--- config.mk ---
export PLATFORM = sky130hd
export DESIGN_NAME = unary_add_n
export DESIGN_NICKNAME = d
export VERILOG_FILES = /design/src/rtl/unary_add_pkg.sv /design/src/rtl/unary_popcount.sv /design/src/rtl/unary_add_n.sv
export SDC_FILE = /design/constraint.sdc
export NUM_CORES = 1
export LEC_CHECK = 0
export CAP_MARGIN = 30
export CORE_MARGIN = 10
export CORE_UTILIZATION = 50
export CTS_CLUSTER_DIAMETER = 120
export DETAILED_ROUTE_END_ITERATION = 12
export PLACE_DENSITY = 0.85
export SYNTH_ARGS = -nofsm -noshare
export SYNTH_HDL_FRONTEND = slang
export SYNTH_SLANG_ARGS = --single-unit
--- constraint.sdc ---
create_clock -name clk -period 2.5 [get_ports clk]
set_input_delay 0.375 -clock clk [delete_from_list [all_inputs] [get_ports clk]]
set_output_delay 0.375 -clock clk [all_outputs]
set_load 0.02 [all_outputs]
--- src/rtl/unary_add_pkg.sv ---
// Shared types and helpers for the unary adder.
package unary_add_pkg;

  // Controller phases: accumulate, emit pulse train, hold after completion.
  typedef enum logic [1:0] {
    ACC  = 2'd0,
    EMIT = 2'd1,
    HOLD = 2'd2
  } state_t;

  // Width of a counter covering 0..modulus-1.
  function automatic int unsigned cnt_w(input int unsigned modulus);
    return $clog2(modulus);
  endfunction

endpackage

--- src/rtl/unary_popcount.sv ---
// Combinational population count of the unary input lanes.
//   din : NUM_IN lane bits
//   cnt : number of set bits, 0..NUM_IN
module unary_popcount #(
  parameter int unsigned NUM_IN = 2,
  localparam int unsigned PC_W  = $clog2(NUM_IN + 1)
) (
  input  logic [NUM_IN-1:0] din,
  output logic [PC_W-1:0]   cnt
);

  // Ripple sum of lane bits.
  always_comb begin
    cnt = '0;
    for (int i = 0; i < int'(NUM_IN); i++) begin
      cnt = cnt + PC_W'(din[i]);
    end
  end

endmodule

--- src/rtl/unary_add_n.sv ---
// Unary pulse-count adder: accumulates set lane bits modulo MODULUS with a
// wrap strobe, and on request replays the count as a pulse train on dout
// followed by a one-cycle done strobe.
//   clk, rst  : clock, async active-high reset
//   en        : global enable (0 freezes state, forces strobes low)
//   clr       : synchronous clear, highest priority after rst
//   mode      : 0 accumulate, 1 emit
//   din       : unary lane bits
//   dout      : registered pulse train
//   carry     : registered wrap strobe
//   done      : registered emission-complete strobe
//   busy      : combinational, EMIT with nonzero count
//   count_o   : current accumulator value
module unary_add_n
  import unary_add_pkg::*;
#(
  parameter int unsigned NUM_IN  = 2,
  parameter int unsigned MODULUS = 14,
  localparam int unsigned CNT_W  = cnt_w(MODULUS)
) (
  input  logic              clk,
  input  logic              rst,
  input  logic              en,
  input  logic              clr,
  input  logic              mode,
  input  logic [NUM_IN-1:0] din,
  output logic              dout,
  output logic              carry,
  output logic              done,
  output logic              busy,
  output logic [CNT_W-1:0]  count_o
);

  localparam int unsigned PC_W  = $clog2(NUM_IN + 1);
  localparam int unsigned SUM_W = CNT_W + 1;
  localparam logic [SUM_W-1:0] MOD_X = SUM_W'(MODULUS);

  state_t           state_q, state_d;
  logic [CNT_W-1:0] count_q, count_d;
  logic             dout_d, carry_d, done_d;
  logic [PC_W-1:0]  pop;
  logic [SUM_W-1:0] sum;

  unary_popcount #(.NUM_IN(NUM_IN)) u_popcount (
    .din (din),
    .cnt (pop)
  );

  // One extra bit so the wrap test never sees a truncated sum.
  assign sum = SUM_W'(count_q) + SUM_W'(pop);

  // State and output registers.
  always_ff @(posedge clk or posedge rst) begin
    if (rst) begin
      state_q <= ACC;
      count_q <= '0;
      dout    <= 1'b0;
      carry   <= 1'b0;
      done    <= 1'b0;
    end else begin
      state_q <= state_d;
      count_q <= count_d;
      dout    <= dout_d;
      carry   <= carry_d;
      done    <= done_d;
    end
  end

  // Next-state and next-output logic; strobes default low, state holds.
  always_comb begin
    state_d = state_q;
    count_d = count_q;
    dout_d  = 1'b0;
    carry_d = 1'b0;
    done_d  = 1'b0;
    if (clr) begin
      state_d = ACC;
      count_d = '0;
    end else if (en) begin
      if (!mode) begin
        state_d = ACC;
        if (sum >= MOD_X) begin
          count_d = CNT_W'(sum - MOD_X);
          carry_d = 1'b1;
        end else begin
          count_d = CNT_W'(sum);
        end
      end else begin
        unique case (state_q)
          ACC: begin
            state_d = EMIT;
            if (count_q != '0) begin
              dout_d  = 1'b1;
              count_d = count_q - CNT_W'(1);
            end
          end
          EMIT: begin
            if (count_q != '0) begin
              dout_d  = 1'b1;
              count_d = count_q - CNT_W'(1);
            end else begin
              done_d  = 1'b1;
              state_d = HOLD;
            end
          end
          HOLD: begin
            state_d = HOLD;
          end
          default: begin
            state_d = ACC;
          end
        endcase
      end
    end
  end

  assign busy    = (state_q == EMIT) && (count_q != '0);
  assign count_o = count_q;

endmodule

==> results of run 1 <==
worst max-delay path: cells and delay by family:
kind / cells / cell delay, ns
AOI/OAI and AO/OA: 3 / 0.59
and+or+nand+nor: 1 / 0.07
xor gates and xnor gates: 1 / 0.18
adders and majority gates: 3 / 0.75
buffers and inverters: 3 / 0.59
placed cells by master, fill, tap and decap left out, types with 2 or more instances in the layout:
cell / count
ha_1: 4
a21oi_1: 4
a22oi_1: 2
buf_4: 6
dfrtp_1: 8
o21a_1: 2
ha_4: 2
nand2_1: 2
or3_1: 2
clkdlybuf4s50_1: 14
nor2_1: 6
or3b_1: 2
inv_1: 10
nand3_1: 2
nand2b_1: 3
clkbuf_4: 3
nor3_1: 3
nor4_1: 4
o21ai_0: 2
nand4b_1: 2
o31ai_1: 3
layout make-up:
class                           count  share of cell area (%)
Clock buffer                        4                    2.49
Inverter                           11                    3.91
Multi-Input combinational cell     67                    52.7
Sequential cell                     9                    21.4
Tap cell                           16                    1.90
Timing Repair Buffer               20                    17.5
repair_timing:
item	4_1_cts	5_1_grt
cloned	0	0
hold buffers	0	0
resized for setup	5	5
endpoints found under the hold margin	0	0
setup endpoints to repair	4	5
pin swaps	1	2
path summary, 6_finish.rpt:
kind                                   startpoint                endpoint  slack, ns  cells after the start
setup / recovery                           din[0]  count_o[2]$_DFFE_PP0P_       0.08                     11
hold / removal                                rst          dout$_DFF_PP0_       0.38                      2
setup reg to reg           count_o[0]$_DFFE_PP0P_  count_o[2]$_DFFE_PP0P_       0.33                     10
hold reg to reg            state_q[1]$_DFFE_PP0P_  state_q[1]$_DFFE_PP0P_       0.55                      2
max in group asynchronous                     rst  count_o[1]$_DFFE_PP0P_       1.84                      2
min in group clk           state_q[1]$_DFFE_PP0P_  state_q[1]$_DFFE_PP0P_       0.55                      2
per-layer routing:
metal  up-vias  part of all wire [%]
li1        388                     -
met1       395                    40
met2        31                    50
met3         6                   8.0
met4         0                   1.9
met5         -                     0
cells by family (layout without fill, tap and decap cells):
| kind of cell | after synthesis | in the layout | share of synthesized area, % |
|---|---|---|---|
| simple gates | 32 | 32 | 24.7 |
| compound gates | 27 | 27 | 25.7 |
| buf+inv | 15 | 35 | 8.19 |
| flops | 9 | 9 | 28.3 |
| fa+ha+maj | 7 | 7 | 12.0 |
| xor+xnor | 1 | 1 | 1.10 |
registers in the layout, indices dropped and copies added, names as in the netlist:
signal,cells
count_o,4
state_q,2
carry,1
done,1
dout,1
power by group through the flow:
stage / sequential (mW) / combinational, mW / clock, mW
5_1_grt: 0.176 / 0.282 / 0.125
4_1_cts: 0.171 / 0.237 / 0.114
6_report: 0.174 / 0.257 / 0.111
2_1_floorplan: 0.179 / 0.143 / 0
3_3_place_gp: 0.172 / 0.221 / 0
3_5_place_dp: 0.172 / 0.229 / 0
metrics by stage:
step           cells  power (mW)  util, %  instance area [µm²]  setup WS (ns)
6_report         127       0.542     70.1                 1060         0.0840
5_1_grt          127       0.583     70.1                 1060       -0.00809
4_1_cts          127       0.523     68.0                 1020       0.000568
3_5_place_dp     123       0.401     64.8                  976         -0.378
3_3_place_gp     123       0.393     64.8                  976         -0.276
2_1_floorplan     91       0.322        -                  795         0.0554
==> metrics.txt, run 1 <==
sequential area share after synthesis 28.3%; proportion of netlist area held by the largest area contributor 28.3%; synth top area cells dfrtp_1 28%, ha_1 9.4%, inv_1 5.2%; Switching Fraction 36.8%; Synth async-reset ratio 100%; number of global-route vias before repair 779; placer's final routability congestion estimate 0.861; wirelength, routed 2080 µm; max-slew violation total from the final report 0; TNS Setup 0 ns; biggest fanout along the worst timing path 7; TritonCTS clock tree done; die footprint 3580 µm²; count of cell types in the netlist 42; class of the most critical hold timing path in2async; net switching power of the design 0.199 mW; clock edge transition at the registers on the reported setup and hold paths 0.06 ns; routing usage on met3 4.03%; number of remaining DRC errors 0; Commonest cells post-synth 11 x inv_1, 9 x dfrtp_1, 6 x ha_1, 6 x nor2_1; CP max-delay cell clkdlybuf4s50_1; latest clock arrival within the worst-skew pair 0.26 ns; relative area change from synthesis to final layout 32.9%; maximum achievable frequency 414 MHz; internal cell power 0.343 mW; count of port buffers added during placement 14; period utilisation layout 96.6%; final setup violation count 0; largest net degree at the start of global routing 14; Pre-Repair DR Iteration Count 4; initial standard-cell utilization of the core 52.7%; global-route wire length before repair 3420 µm; count of clock tree sinks 9; final critical path time including I/O delays and setup 2.42 ns; number of antenna violations at the first check in global routing 0; global route overflow 0; cell chain of the critical path clkdlybuf4s50_1 -> inv_1 -> fa_2 -> inv_2 -> ha_4 -> xor2_4 -> ha_4 -> a21o_1 -> nor2b_1 -> a2111oi_2 -> a211oi_1; area of the mapped netlist 795 µm²; H-Tree Depth 1; multi-input combinational cell area 557 µm²; met2 Use GR 19.4%; Critical Path Source Type input pin; master cell of the clock root buffer clkbuf_4; most frequent cell on the critical path ha_4; # IOs 15; layout cell share with drive strength beyond 1 16.2%; Worst Skew 0.00230 ns; final net count 126; largest incremental delay on the critical path 0.45 ns; standby leakage power 0.445 nW; busiest layer in global routing met2; area of the core 1510 µm²; horizontal extent of the die 59.9 µm; count of filler cells inserted in the layout 109; number of register bits inferred by synthesis 9; overall routing resource usage 12.0%; Slew @ Worst Pin 0.543 ns; height of the die 59.9 µm; final-report hold violation count 0; total clock buffers created by CTS 3; Max-slew headroom 63.8%; synthesis warning total 0; data required time at the worst endpoint 2.64 ns; dominant synthesized flop cell dfrtp_1; EDFF count, synth 0; Mapped Avg Cell Area 8.73 µm²; standard-cell rows 14; ANT cells 0; fraction of power consumed by combinational cells 47.4%; clock share of power 20.5%; worst vdd ir 0.448 mV; Reg power frac 32.1%; number of nets with antenna violations after routing 0; maximum capacitance violations 0; power per standard cell area 513 nW/µm²; critical path data arrival time 2.55 ns; Storage cell area 226 µm²; Post-Route Hold Slack 0.379 ns; Max clock buf depth 2; cell count after synthesis 91; Crit Path Class in2reg; critical path capture point type flip-flop; via count 820; average detailed-routed wire length per instance 16.4 µm; dominant cell by count in the synthesized netlist inv_1; detail-routed via count per cell 6.46; postcts setup bufs 0; outcome finished clean; Synth area leader dfrtp_1; drt first-iter violations 26; met1 routing resource usage after global routing 14.3%; Synthesized Nets 105; detailed-placement wirelength estimate 1540 µm
(Power assumes the default switching activity.)
==> run 2: changes to the inputs <==
- GPL_TIMING_DRIVEN: not set -> 1
==> results of run 2 <==
The final DEF is identical to that of run 1; final timing and power are the same.
